--- config.mk ---
export PLATFORM = sky130hd
export DESIGN_NAME = image_write_ctrl_flat
export DESIGN_NICKNAME = d
export VERILOG_FILES = /design/src/rtl/image_pkg.sv /design/src/rtl/image_write_ctrl_if.sv /design/src/rtl/frame_pos_counter.sv /design/src/rtl/image_write_ctrl.sv /design/src/flat_wrapper.sv
export SDC_FILE = /design/constraint.sdc
export NUM_CORES = 1
export LEC_CHECK = 0
export ABC_AREA = 1
export BUFFER_PORTS_ARGS = -buffer_cell sky130_fd_sc_hd__buf_2
export CAP_MARGIN = 20
export CORE_MARGIN = 2
export CORE_UTILIZATION = 56
export CTS_CLUSTER_DIAMETER = 30
export DETAILED_ROUTE_END_ITERATION = 8
export GPL_TIMING_DRIVEN = 0
export HOLD_SLACK_MARGIN = 0.15
export MAX_ROUTING_LAYER = met4
export PLACE_DENSITY = 0.85
export SLEW_MARGIN = 40
export SYNTH_ARGS = -nofsm -noshare
export SYNTH_HDL_FRONTEND = slang
export SYNTH_HIERARCHICAL = 1
export SYNTH_SLANG_ARGS = --single-unit
--- constraint.sdc ---
create_clock -name HCLK -period 5.1 [get_ports HCLK]
set_clock_uncertainty 0.1 [all_clocks]
set_input_delay 0.765 -clock HCLK [delete_from_list [all_inputs] [get_ports HCLK]]
set_output_delay 0.765 -clock HCLK [all_outputs]
set_load 0.005 [all_outputs]
--- src/rtl/image_pkg.sv ---
// Shared types for the image write path: pixel-pair payload and write-controller states.
package image_pkg;

  localparam int unsigned PIX_PAIR_W = 48;

  // R0/G0/B0 is the left (odd) pixel, R1/G1/B1 the right one.
  typedef struct packed {
    logic [7:0] r0;
    logic [7:0] g0;
    logic [7:0] b0;
    logic [7:0] r1;
    logic [7:0] g1;
    logic [7:0] b1;
  } pix_pair_t;

  typedef enum logic [1:0] {
    IDLE   = 2'd0,
    ACTIVE = 2'd1,
    HBLANK = 2'd2,
    DONE   = 2'd3
  } wr_ctrl_state_e;

endpackage

--- src/rtl/image_write_ctrl_if.sv ---
// Pixel-pair stream into the write controller and the addressed write strobe out of it.
interface image_write_ctrl_if
  import image_pkg::*;
#(
  parameter int unsigned ROW_W = 9,
  parameter int unsigned COL_W = 9
);

  logic             in_valid;
  logic             in_ready;
  pix_pair_t        in_pix;
  logic             wr_hsync;
  logic [ROW_W-1:0] wr_row;
  logic [COL_W-1:0] wr_col;
  pix_pair_t        wr_pix;

  // master: upstream filter plus frame writer; slave: the write controller
  modport master (
    output in_valid, in_pix,
    input  in_ready, wr_hsync, wr_row, wr_col, wr_pix
  );

  modport slave (
    input  in_valid, in_pix,
    output in_ready, wr_hsync, wr_row, wr_col, wr_pix
  );

endinterface

--- src/rtl/frame_pos_counter.sv ---
// Column/row position within a frame, with last-column/last-row flags.
// IMG_WR_CTRL_VFLIP_EN: row address is mirrored (HEIGHT-1-row) for bottom-up storage.
module frame_pos_counter #(
  parameter int unsigned WIDTH  = 768,
  parameter int unsigned HEIGHT = 512,
  parameter int unsigned ROW_W  = $clog2(HEIGHT),
  parameter int unsigned COL_W  = $clog2(WIDTH / 2)
) (
  input  logic             clk,
  input  logic             rst,
  input  logic             clr,
  input  logic             adv,
  output logic [COL_W-1:0] col_q,
  output logic [ROW_W-1:0] row_addr_c,
  output logic             last_col_c,
  output logic             last_row_c
);

  localparam int unsigned COL_LAST = WIDTH / 2 - 1;
  localparam int unsigned ROW_LAST = HEIGHT - 1;

  logic [COL_W-1:0] col_d;
  logic [ROW_W-1:0] row_q, row_d;

  assign last_col_c = (col_q == COL_W'(COL_LAST));
  assign last_row_c = (row_q == ROW_W'(ROW_LAST));

`ifdef IMG_WR_CTRL_VFLIP_EN
  assign row_addr_c = ROW_W'(ROW_LAST) - row_q;
`else
  assign row_addr_c = row_q;
`endif

  // Advance column, roll into the next row, wrap to origin after the last pair.
  always_comb begin
    col_d = col_q;
    row_d = row_q;
    if (clr) begin
      col_d = '0;
      row_d = '0;
    end else if (adv) begin
      if (!last_col_c) begin
        col_d = col_q + COL_W'(1);
      end else begin
        col_d = '0;
        row_d = last_row_c ? '0 : row_q + ROW_W'(1);
      end
    end
  end

  always_ff @(posedge clk or posedge rst) begin
    if (rst) begin
      col_q <= '0;
      row_q <= '0;
    end else begin
      col_q <= col_d;
      row_q <= row_d;
    end
  end

endmodule

--- src/rtl/image_write_ctrl.sv ---
// Sequences pixel pairs into the frame writer with row blanking and an end-of-frame pulse.
// IMG_WR_CTRL_VFLIP_EN: rows are addressed bottom-up (wr_row resets to HEIGHT-1).
module image_write_ctrl #(
  parameter int unsigned WIDTH  = 768,
  parameter int unsigned HEIGHT = 512,
  parameter int unsigned HBLANK = 4,
  parameter int unsigned ROW_W  = $clog2(HEIGHT),
  parameter int unsigned COL_W  = $clog2(WIDTH / 2)
) (
  input  logic                                     HCLK,
  input  logic                                     HRESET,
  input  logic                                     start,
  image_write_ctrl_if.slave                        bus,
  output logic                                     busy,
  output logic                                     frame_done,
  output logic [$clog2(WIDTH*HEIGHT/2+1)-1:0]      pair_count
);

  localparam int unsigned PC_W    = $clog2(WIDTH * HEIGHT / 2 + 1);
  localparam int unsigned PC_MAX  = WIDTH * HEIGHT / 2;
  localparam int unsigned BL_W    = (HBLANK > 1) ? $clog2(HBLANK) : 1;
  localparam int unsigned BL_LAST = (HBLANK > 0) ? HBLANK - 1 : 0;
`ifdef IMG_WR_CTRL_VFLIP_EN
  localparam logic [ROW_W-1:0] ROW_RST = ROW_W'(HEIGHT - 1);
`else
  localparam logic [ROW_W-1:0] ROW_RST = '0;
`endif

  image_pkg::wr_ctrl_state_e state_q, state_d;
  logic [BL_W-1:0]           blank_q, blank_d;
  logic                      wr_hsync_q, wr_hsync_d;
  logic [ROW_W-1:0]          wr_row_q, wr_row_d;
  logic [COL_W-1:0]          wr_col_q, wr_col_d;
  image_pkg::pix_pair_t      wr_pix_q, wr_pix_d;
  logic                      busy_q, busy_d;
  logic                      frame_done_q, frame_done_d;
  logic [PC_W-1:0]           pair_count_q, pair_count_d;

  logic                      start_ok_c;
  logic                      accept_c;
  logic [COL_W-1:0]          col_q;
  logic [ROW_W-1:0]          row_addr_c;
  logic                      last_col_c;
  logic                      last_row_c;

  // The frame_done cycle still reports busy, so a start there is dropped too.
  assign start_ok_c  = (state_q == image_pkg::IDLE) && start && !frame_done_q;
  assign bus.in_ready = (state_q == image_pkg::ACTIVE);
  assign accept_c    = bus.in_valid && (state_q == image_pkg::ACTIVE);

  frame_pos_counter #(
    .WIDTH (WIDTH),
    .HEIGHT(HEIGHT),
    .ROW_W (ROW_W),
    .COL_W (COL_W)
  ) u_pos (
    .clk       (HCLK),
    .rst       (HRESET),
    .clr       (start_ok_c),
    .adv       (accept_c),
    .col_q     (col_q),
    .row_addr_c(row_addr_c),
    .last_col_c(last_col_c),
    .last_row_c(last_row_c)
  );

  // Next state, write-port capture and frame bookkeeping.
  always_comb begin
    state_d      = state_q;
    blank_d      = blank_q;
    wr_hsync_d   = 1'b0;
    wr_row_d     = wr_row_q;
    wr_col_d     = wr_col_q;
    wr_pix_d     = wr_pix_q;
    pair_count_d = pair_count_q;
    frame_done_d = 1'b0;
    unique case (state_q)
      image_pkg::IDLE: begin
        if (start_ok_c) begin
          state_d      = image_pkg::ACTIVE;
          blank_d      = '0;
          pair_count_d = '0;
        end
      end
      image_pkg::ACTIVE: begin
        if (accept_c) begin
          wr_hsync_d = 1'b1;
          wr_row_d   = row_addr_c;
          wr_col_d   = col_q;
          wr_pix_d   = bus.in_pix;
          if (pair_count_q != PC_W'(PC_MAX)) pair_count_d = pair_count_q + PC_W'(1);
          if (last_col_c) begin
            if (last_row_c) begin
              state_d = image_pkg::DONE;
            end else if (HBLANK != 0) begin
              state_d = image_pkg::HBLANK;
              blank_d = '0;
            end
          end
        end
      end
      image_pkg::HBLANK: begin
        if (blank_q == BL_W'(BL_LAST)) state_d = image_pkg::ACTIVE;
        else                           blank_d = blank_q + BL_W'(1);
      end
      image_pkg::DONE: begin
        state_d      = image_pkg::IDLE;
        frame_done_d = 1'b1;
      end
      default: state_d = image_pkg::IDLE;
    endcase
    busy_d = (state_d != image_pkg::IDLE) || frame_done_d;
  end

  always_ff @(posedge HCLK or posedge HRESET) begin
    if (HRESET) begin
      state_q      <= image_pkg::IDLE;
      blank_q      <= '0;
      wr_hsync_q   <= 1'b0;
      wr_row_q     <= ROW_RST;
      wr_col_q     <= '0;
      wr_pix_q     <= '0;
      busy_q       <= 1'b0;
      frame_done_q <= 1'b0;
      pair_count_q <= '0;
    end else begin
      state_q      <= state_d;
      blank_q      <= blank_d;
      wr_hsync_q   <= wr_hsync_d;
      wr_row_q     <= wr_row_d;
      wr_col_q     <= wr_col_d;
      wr_pix_q     <= wr_pix_d;
      busy_q       <= busy_d;
      frame_done_q <= frame_done_d;
      pair_count_q <= pair_count_d;
    end
  end

  assign bus.wr_hsync = wr_hsync_q;
  assign bus.wr_row   = wr_row_q;
  assign bus.wr_col   = wr_col_q;
  assign bus.wr_pix   = wr_pix_q;
  assign busy         = busy_q;
  assign frame_done   = frame_done_q;
  assign pair_count   = pair_count_q;

endmodule

--- src/flat_wrapper.sv ---
// flat-port wrapper written by rule: the top's interface ports become plain ports
module image_write_ctrl_flat 
#(
  parameter int unsigned WIDTH  = 768,
  parameter int unsigned HEIGHT = 512,
  parameter int unsigned HBLANK = 4,
  parameter int unsigned ROW_W  = $clog2(HEIGHT),
  parameter int unsigned COL_W  = $clog2(WIDTH / 2)
)
  (HCLK, HRESET, start, busy, frame_done, pair_count, bus_in_valid, bus_in_pix, bus_in_ready, bus_wr_hsync, bus_wr_row, bus_wr_col, bus_wr_pix);
  image_write_ctrl_if #(.ROW_W(ROW_W), .COL_W(COL_W)) bus_i ();
  input  logic HCLK;
  input  logic HRESET;
  input  logic start;
  output logic busy;
  output logic frame_done;
  output logic [$clog2(WIDTH*HEIGHT/2+1)-1:0] pair_count;
  input wire logic [$bits(bus_i.in_valid)-1:0] bus_in_valid;
  input wire logic [$bits(bus_i.in_pix)-1:0] bus_in_pix;
  output wire logic [$bits(bus_i.in_ready)-1:0] bus_in_ready;
  output wire logic [$bits(bus_i.wr_hsync)-1:0] bus_wr_hsync;
  output wire logic [$bits(bus_i.wr_row)-1:0] bus_wr_row;
  output wire logic [$bits(bus_i.wr_col)-1:0] bus_wr_col;
  output wire logic [$bits(bus_i.wr_pix)-1:0] bus_wr_pix;
  assign bus_i.in_valid = bus_in_valid;
  assign bus_i.in_pix = bus_in_pix;
  assign bus_in_ready = bus_i.in_ready;
  assign bus_wr_hsync = bus_i.wr_hsync;
  assign bus_wr_row = bus_i.wr_row;
  assign bus_wr_col = bus_i.wr_col;
  assign bus_wr_pix = bus_i.wr_pix;
  image_write_ctrl #(.WIDTH(WIDTH), .HEIGHT(HEIGHT), .HBLANK(HBLANK), .ROW_W(ROW_W), .COL_W(COL_W)) u_core (.HCLK(HCLK), .HRESET(HRESET), .start(start), .bus(bus_i), .busy(busy), .frame_done(frame_done), .pair_count(pair_count));
endmodule
==> reports/summary.txt, run 1 <==
Slew Viols, Final - 0
Largest cells by area after synthesis - dfrtp_1 54%, nand2_1 23%, nor2_1 3.1%, inv_1 2.1%, o21ai_2 2.1%
Status - complete, no violations
Residual DRC count - 0
Register area share after synthesis - 53.8%
I/O pins - 140
Worst-path cell chain - nor2_8 > nand2_4 > buf_4 > buf_4 > inv_1 > nor2_4 > nor2_2 > nand2_1 > nor2_1 > nand2_1 > nand2_1 > nor2_1
Synth unique cells - 36
CP max stage delay - 500 ps
Total power - 1910 µW
Rel. slew slack - 53.6%
Met2 Use GR - 40.0%
Worst-path clk slew - 110 ps
CTS tree - done
Die area - 9820 µm²
Worst Setup End Kind - flop
Slew @ Worst Pin - 696 ps
Cts repair resizes - 0
Detail Route Antenna Nets - 0
Synth area leader - dfrtp_1
Share of cells above drive strength 1 - 26.9%
Final Worst Setup Slack - 2940 ps
Worst min-delay path class - primary input to asynchronous set/reset pin
Initial DRC Count - 179
Multi-input gate area - 2100 µm²
Routing usage on met1 - 31.9%
CORE AREA - 8760 µm²
Seq pwr share - 55.2%
Worst slack, placed - 2780 ps
Peak supply drop - 0.145 mV
Post-synth top area share - 53.8%
Die Y - 99.1 µm
# rows - 34
Mapped Area - 5070 µm²
First-pass GRT wire length - 19,000 µm
RePlAce Congestion - 0.857
CTS Buf Count - 9
Pre-antenna DRT Iters - 4
Clk_lat worst skew - 370 ps
Vias per cell - 5.02
Post-Layout Inst Area - 6110 µm²
Grt ovf - 0
Fmax - 463 MHz
Initial antenna violation count - 0
Lkg Pwr - 0.00346 µW
Most used cell, CP - nand2_1
Final setup vio count - 0
CP max FO - 10
Period minus WS final - 2160 ps
Mapped Nets - 671
Post-CTS Setup Repair Bufs - 0
Clk pwr share - 25.9%
Placed cell areas - 5920 µm²
Period utilisation layout - 42.3%
Gr usage total - 24.6%
Grt peak-use layer - met2
Number of global-route vias before repair - 4,103
Largest net degree at the start of global routing - 56
N_diodes - 0
RSZ-0062 raised after global routing - false
Avg Synthesized Cell Area - 8.26 µm²
Fill cells - 682
Number of synthesized register bits - 109
Logic pwr share - 18.9%
Register area - 2730 µm²
CP delay by family, top - simple AND/OR/NAND/NOR gates
Initial Utilization - 57.8%
Final Hold Fails - 0
Pwr dens - 313 nW/µm²
PortBufs - 139
Cell count after synthesis - 613
Clock root buffer - clkbuf_8
Startpoint types - flop
Htree depth - 3
Max-cap viol count - 0
Synth Warn # - 6
Slowest CP cell - dfrtp_1
Crit path from - u_core/state_q[1]
Chip width - 99.1 µm
WL/cell - 13.2 µm
Clk sinks - 109
Hold buffer count at CTS - 0
WP data arrival - 2320 ps
P&R area growth vs syn - 20.5%
Post-Route WL - 11,600 µm
M3 GR Usage - 4.57%
Dpl hpwl - 8620 µm
Cell Int Power - 1310 µW
Nets@finish - 822
Critical Path RT - 5260 ps
Crit path buf inv count - 3
Switching power - 601 µW
Sw frac - 31.4%
DR vias - 4,406
TNS Setup - 0 ps
Worst Setup Path Type - flop to flop
Reg2reg start - u_core/state_q[1]
Clk buf depth - 2
[cell families (layout without fill, tap and decap cells)]
logic type	Yosys count	in the layout	synth area share [%]
compound gates	25	25	3.83
mux	1	1	0.198
fa+ha+maj	6	6	1.48
buf+inv	50	206	4.79
xor+xnor	12	12	2.07
flops	109	109	53.8
simple gates	410	410	33.8
[layout make-up]
type,instances,area share [%]
buffer,17,1.91
timing repair buffer,140,11.7
sequential,109,44.7
clock inverter,6,0.922
tap,108,2.21
clock buffer,10,2.09
multi-input combinational,454,34.3
inverter,33,2.15
[through the flow]
stage | hold WS, ps | util [%] | cells
after CTS | 342 | 69.7 | 877
after detailed placement | 362 | 67.6 | 861
after global routing | 364 | 69.7 | 877
after global placement | 356 | 67.3 | 860
final | 327 | 69.7 | 877
after floorplan | 357 | - | 613
[state kept, by name (all words and copies together) (netlist names)]
signal	count
u_core/bus.wr_pix	48
u_core/u_pos/row_addr_c	9
u_core/frame_done	1
u_core/bus.wr_hsync	1
u_core/state_q	2
u_core/blank_q	2
u_core/u_pos/col_q	9
u_core/bus.wr_row	9
u_core/pair_count	18
u_core/busy	1
u_core/bus.wr_col	9
[path summary, 6_finish.rpt]
path | endpoint | slack [ps] | cells after the start
hold reg to reg | u_core/bus.wr_pix[3] | 380 | 2
hold / removal | u_core/bus.wr_pix[15] | 330 | 2
max in group asynchronous | u_core/bus.wr_pix[21] | 3980 | 3
setup reg to reg | u_core/u_pos/col_q[8] | 2940 | 12
min in group HCLK | u_core/bus.wr_pix[3] | 380 | 2
setup / recovery | u_core/u_pos/col_q[8] | 2940 | 12
[power by group through the flow]
stage / sequential (µW) / clock [µW] / combinational, µW
after floorplan: 1070 / 0 / 214
after global placement: 1070 / 0 / 352
after detailed placement: 1070 / 0 / 364
after CTS: 1060 / 512 / 366
after global routing: 1070 / 546 / 414
final: 1060 / 495 / 362
[Yosys cell counts, drive strengths merged]
cell    count
nand2     323
dfrtp     109
nor2       49
inv        33
nand3      23
o21ai      16
buf        14
xor2        9
ha          6
nor3        5
a21oi       4
nand4       4
clkbuf      3
nand3b      3
o21bai      3
xnor2       3
nor3b       2
a32o        1
and3        1
mux2i       1
o41ai       1
[per-layer routing]
layer | vias to the layer above | routed length, µm | share of wire [%]
met3 | 16 | 614 | 5.3
met4 | 0 | 174 | 1.5
met5 | - | 0 | 0
li1 | 2206 | - | -
met2 | 123 | 5700 | 49
met1 | 2061 | 5070 | 44
[layout by cell type (no fill, tap or decap), types with 5 or more instances in the layout]
| master | instances |
|---|---|
| inv_1 | 28 |
| xor2_1 | 9 |
| nand3_1 | 20 |
| nand2_2 | 6 |
| nor2_1 | 42 |
| nand2_1 | 314 |
| ha_1 | 6 |
| nor3_1 | 5 |
| buf_2 | 145 |
| o21ai_2 | 12 |
| dfrtp_1 | 109 |
| clkbuf_8 | 9 |
Power figures use the tool's default switching activity.
==> inputs of run 2 (changes only) <==
--- a/config.mk
+++ b/config.mk
@@ -9,13 +9,13 @@
 export BUFFER_PORTS_ARGS = -buffer_cell sky130_fd_sc_hd__buf_2
 export CAP_MARGIN = 20
 export CORE_MARGIN = 2
-export CORE_UTILIZATION = 56
+export CORE_UTILIZATION = 52
 export CTS_CLUSTER_DIAMETER = 30
 export DETAILED_ROUTE_END_ITERATION = 8
 export GPL_TIMING_DRIVEN = 0
 export HOLD_SLACK_MARGIN = 0.15
 export MAX_ROUTING_LAYER = met4
-export PLACE_DENSITY = 0.85
+export PLACE_DENSITY = 0.79
 export SLEW_MARGIN = 40
 export SYNTH_ARGS = -nofsm -noshare
 export SYNTH_HDL_FRONTEND = slang
==> constraint.sdc (replaced) <==
create_clock -name HCLK -period 2.2 [get_ports HCLK]
set_clock_uncertainty 0.1 [all_clocks]
set_input_delay 0.33 -clock HCLK [delete_from_list [all_inputs] [get_ports HCLK]]
set_output_delay 0.33 -clock HCLK [all_outputs]
set_load 0.005 [all_outputs]
==> run 2 against run 1 <==
Net effect:
- global-route usage rose by 2.1 points
- hold slack worse by 140 ps
- via count is 9.8% higher
- design area is 9.6% higher
- largest cell class unchanged
- clock power increased by 130%
- core utilization is 0.083 points higher
- maximum frequency grew 5.7%
- worst setup slack got worse by 2800 ps
- wire length rose by 20%
- total power up 140%
==> reports/summary.txt, run 2 (synthesis gave the netlist of run 1 again) <==
Routing usage on met1 - 30.9%
Chip width - 103 µm
Post-Route WL - 13,800 µm
Lkg Pwr - 0.00369 µW
Worst Hold Launch - start
Slew Viols, Final - 0
Critical Path RT - 2430 ps
M3 GR Usage - 4.00%
Hold Path Sink - u_core/state_q[0]
Gr usage total - 26.7%
Switching power - 1460 µW
CP max stage delay - 460 ps
Reg2reg start - u_core/u_pos/row_addr_c[0]
Met2 Use GR - 43.9%
Max-cap viol count - 0
DR vias - 4,838
RePlAce Congestion - 0.899
Clk sinks - 109
Startpoint types - flop
P&R area growth vs syn - 32.1%
Worst Reg2Reg Path Length in Cells - 11
FF-to-FF setup slack - 160 ps
Clock root buffer - clkbuf_8
RSZ-0062 raised after global routing - false
Worst min-delay path class - primary input to flop
Detail Route Antenna Nets - 0
Clk_lat worst skew - 380 ps
Final Hold Fails - 0
Period minus WS final - 2040 ps
Number of global-route vias before repair - 4,578
Pre-antenna DRT Iters - 5
Initial DRC Count - 233
Peak supply drop - 0.324 mV
Initial Utilization - 52.8%
Most frequent cells in the layout - 314 x nand2_1, 145 x buf_2, 108 x dfrtp_1, 49 x dlygate4sd3_1, 41 x nor2_1
WP data arrival - 2270 ps
Final setup vio count - 0
Worst-path cell chain - ha_1 > nand2_1 > nor2_1 > nand2_1 > nor2_1 > ha_1 > nor2_2 > inv_1 > nor3b_1 > nand2_1 > nand2_1
Slew @ Worst Pin - 709 ps
WL/cell - 14.5 µm
Vias per cell - 5.07
Total power - 4560 µW
Grt ovf - 0
Logic pwr share - 20.8%
RR Endpoint - u_core/u_pos/row_addr_c[4]
Max reg flops - 48
PortBufs - 139
CTS Buf Count - 9
Dpl hpwl - 9120 µm
Largest net degree at the start of global routing - 28
Sw frac - 32.0%
Most common cell after layout, fill and taps aside - nand2_1
Initial antenna violation count - 0
Htree depth - 3
Worst Setup End Kind - flop
Worst-path clk slew - 110 ps
Clk buf depth - 2
First-pass GRT wire length - 21,000 µm
Slowest CP cell - dfrtp_2
N_diodes - 0
Status - complete, no violations
Period utilisation layout - 92.9%
Clk pwr share - 25.2%
Cell Int Power - 3100 µW
Residual DRC count - 0
Worst Setup Path Type - flop to flop
Hold_ws - 184 ps
CP max FO - 6
# rows - 36
CTS tree - done
Die Y - 103 µm
Die area - 10,500 µm²
Share of cells above drive strength 1 - 26.2%
Worst Hold Path Cells - 3
Most used cell, CP - nand2_1
Crit path from - u_core/u_pos/row_addr_c[0]
Pwr dens - 681 nW/µm²
I/O pins - 140
Rel. slew slack - 52.7%
CORE AREA - 9590 µm²
Grt peak-use layer - met2
Fmax - 489 MHz
Nets@finish - 875
Seq pwr share - 54.0%
-- run 2: cell types whose count changed in the layout (fill, tap and decap cells not counted), sizes merged --
cell,change
inv,-1
buf,+4
dlygate4sd3,+49
clkinvlp,+2
clkbuf,-1
-- run 2: how the worst max path moves through the flow --
stage,slack (ps),to,cells past startpoint
floorplan,300,u_core/u_pos/col_q[8],12
detailed placement,-10,u_core/u_pos/col_q[8],12
global placement,70,u_core/u_pos/col_q[8],12
finish,160,u_core/u_pos/row_addr_c[4],11
global route,5,u_core/u_pos/col_q[2],8
CTS,-9,u_core/u_pos/col_q[2],10
-- run 2: critical path: cells and delay by family (launching register included) --
family | cells | cell delay, ps
buf+inv | 1 | 120
fa+ha+maj | 2 | 430
simple gates | 8 | 890
flops | 1 | 460
-- run 2: cell type report --
class                      instances  area [µm²]
buffer                            15         101
clock buffer                       9         124
clock inverter                     7        56.3
fill                             733        2900
inverter                          33         134
multi-input combinational        454        2100
sequential                       109        2730
tap                              133         166
timing repair buffer             195        1280
-- run 2: metal layers --
| layer | routed length (µm) | part of all wire [%] |
|---|---|---|
| met5 | 0 | 0 |
| met4 | 600 | 4.3 |
| met3 | 760 | 5.5 |
| met2 | 6980 | 50 |
| met1 | 5490 | 40 |
-- run 2: stage by stage --
| step | worst slack [ps] | utilization [%] | std cells | cell area (µm²) | TNS (ps) |
|---|---|---|---|---|---|
| floorplan | 296 | - | 613 | 5070 | 0 |
| global placement | 73.0 | 61.8 | 885 | 5930 | 0 |
| detailed placement | -12.7 | 62.5 | 888 | 6000 | -12.7 |
| CTS | -8.73 | 69.6 | 953 | 6670 | -8.73 |
| global route | 5.44 | 69.8 | 955 | 6690 | 0 |
| finish | 157 | 69.8 | 955 | 6690 | 0 |
-- run 2: timing repair --
action,4_1_cts,5_1_grt
resized for setup,1,2
hold buffers,49,0
hold endpoints to repair,85,0
endpoints found under the setup margin,1,15
buffers inserted,0,4
pin swaps,0,1
-- run 2: power groups by stage --
stage	Sequential, µW	Combinational (µW)	Clock (µW)
after floorplan	2470	496	0
after global placement	2480	812	0
after detailed placement	2490	860	0
after CTS	2450	936	1180
after global routing	2500	1070	1250
final	2460	951	1150
==> inputs of run 3 (changes only) <==
--- a/config.mk
+++ b/config.mk
@@ -16,6 +16,7 @@
 export HOLD_SLACK_MARGIN = 0.15
 export MAX_ROUTING_LAYER = met4
 export PLACE_DENSITY = 0.79
+export SKIP_LAST_GASP = 1
 export SLEW_MARGIN = 40
 export SYNTH_ARGS = -nofsm -noshare
 export SYNTH_HDL_FRONTEND = slang
==> constraint.sdc (replaced) <==
create_clock -name HCLK -period 2.25 [get_ports HCLK]
set_clock_uncertainty 0.1 [all_clocks]
set_input_delay 0.3375 -clock HCLK [delete_from_list [all_inputs] [get_ports HCLK]]
set_output_delay 0.3375 -clock HCLK [all_outputs]
set_load 0.005 [all_outputs]
==> run 3 against run 2 <==
Net effect:
- via count down 0.43%
- critical path depth fell by 2
- total power decreased by 2.2%
- critical endpoint is now u_core/u_pos/col_q[2]
==> reports/summary.txt, run 3 (synthesis gave the netlist of run 1 again) <==
Die Y - 103 µm
Lkg Pwr - 0.00370 µW
CTS tree - done
Most common cell after layout, fill and taps aside - nand2_1
Pre-antenna DRT Iters - 5
Largest net degree at the start of global routing - 28
Startpoint types - flop
Clk sinks - 109
WL/cell - 14.4 µm
CORE AREA - 9590 µm²
CTS Buf Count - 9
Final Hold Fails - 0
Nets@finish - 876
Sw frac - 32.0%
Logic pwr share - 20.9%
CP max FO - 19
Period minus WS final - 2120 ps
Status - complete, no violations
FF-to-FF setup slack - 130 ps
WP data arrival - 2330 ps
Most frequent cells in the layout - 314 x nand2_1, 145 x buf_2, 109 x dfrtp_1, 49 x dlygate4sd3_1, 41 x nor2_1
Die area - 10,500 µm²
Initial DRC Count - 236
Dpl hpwl - 9120 µm
Reg2reg start - u_core/state_q[0]
# rows - 36
Grt ovf - 0
Number of global-route vias before repair - 4,576
Htree depth - 3
Pwr dens - 666 nW/µm²
Seq pwr share - 54.0%
P&R area growth vs syn - 32.2%
Share of cells above drive strength 1 - 26.1%
Detail Route Antenna Nets - 0
Clk buf depth - 2
Residual DRC count - 0
Fmax - 471 MHz
Clock root buffer - clkbuf_8
Worst-path clk slew - 100 ps
Critical Path RT - 2450 ps
N_diodes - 0
Crit path from - u_core/state_q[0]
Final Worst Setup Slack - 125 ps
Initial antenna violation count - 0
Max reg flops - 48
Worst slack, placed - 37.3 ps
Worst min-delay path class - primary input to flop
Worst Setup End Kind - flop
Rel. slew slack - 52.0%
Switching power - 1430 µW
Worst Setup Path Type - flop to flop
RePlAce Congestion - 0.899
Worst Hold Launch - start
Clk pwr share - 25.2%
Chip width - 103 µm
First-pass GRT wire length - 21,000 µm
Gr usage total - 26.7%
Peak supply drop - 0.320 mV
Cell Int Power - 3030 µW
Post-Route WL - 13,800 µm
Vias per cell - 5.04
Initial Utilization - 52.8%
Placed Instances - 888
DR vias - 4,817
Slew Viols, Final - 0
I/O pins - 140
Slew @ Worst Pin - 719 ps
Period utilisation layout - 94.4%
Max-cap viol count - 0
Non-Filler Instances - 956
PortBufs - 139
Total power - 4460 µW
Final setup vio count - 0
Clk_lat worst skew - 380 ps
-- run 3: cell types whose count changed in the layout (fill, tap and decap cells not counted), sizes merged --
| cell | previous run | this run |
|---|---|---|
| buf | 158 | 159 |
-- run 3: what timing repair did --
action,4_1_cts,5_1_grt
resized for setup,0,2
hold buffers,49,0
hold endpoints to repair,85,0
buffers inserted,0,4
endpoints found under the setup margin,0,8
-- run 3: final timing paths --
kind,endpoint,cells past startpoint
hold reg to reg,u_core/bus.wr_pix[23],2
setup reg to reg,u_core/u_pos/col_q[2],9
setup / recovery,u_core/u_pos/col_q[2],9
hold / removal,u_core/state_q[0],3
max in group asynchronous,u_core/pair_count[6],5
min in group asynchronous,u_core/bus.wr_row[5],3
-- run 3: layout make-up --
| class | instances | area [µm²] |
|---|---|---|
| Buffer | 16 | 109 |
| Inverter | 33 | 134 |
| Timing Repair Buffer | 195 | 1280 |
| Fill cell | 735 | 2900 |
| Clock inverter | 7 | 56.3 |
| Clock buffer | 9 | 124 |
| Tap cell | 133 | 166 |
| Sequential cell | 109 | 2730 |
| Multi-Input combinational cell | 454 | 2100 |
-- run 3: power by group through the flow --
stage	combinational, µW	sequential [µW]	clock (µW)
floorplan	485	2420	0
global placement	794	2430	0
detailed placement	841	2430	0
CTS	915	2400	1160
global route	1040	2440	1230
finish	930	2410	1120
-- run 3: worst max-delay path, cell delays in order, from the launching register on --
cell,delay (ps)
dfrtp_1,440
inv_2,160
nor2_8,60
nand2_4,110
buf_4,270
clkinvlp_4,220
nor2_4,250
inv_4,80
and3_1,160
nor3_1,170
-- run 3: per-stage QoR --
stage                     hold slack (ps)  TNS (ps)  util (%)  cell area [µm²]
after floorplan                       176         0         -             5070
after global placement                357         0      61.8             5930
after detailed placement              303         0      62.5             6000
after CTS                             194         0      69.5             6670
after global routing                  231     -15.4      69.8             6700
final                                 191         0      69.8             6700
-- run 3: metal layers --
metal / routed length (µm) / share of wire (%) / vias to the layer above / track usage (%)
li1: - / - / 2306 / -
met3: 753 / 5.5 / 58 / 4.00
met2: 7000 / 51 / 196 / 43.9
met4: 598 / 4.3 / 0 / 16.1
met1: 5460 / 39 / 2257 / 30.9
met5: 0 / 0 / - / -
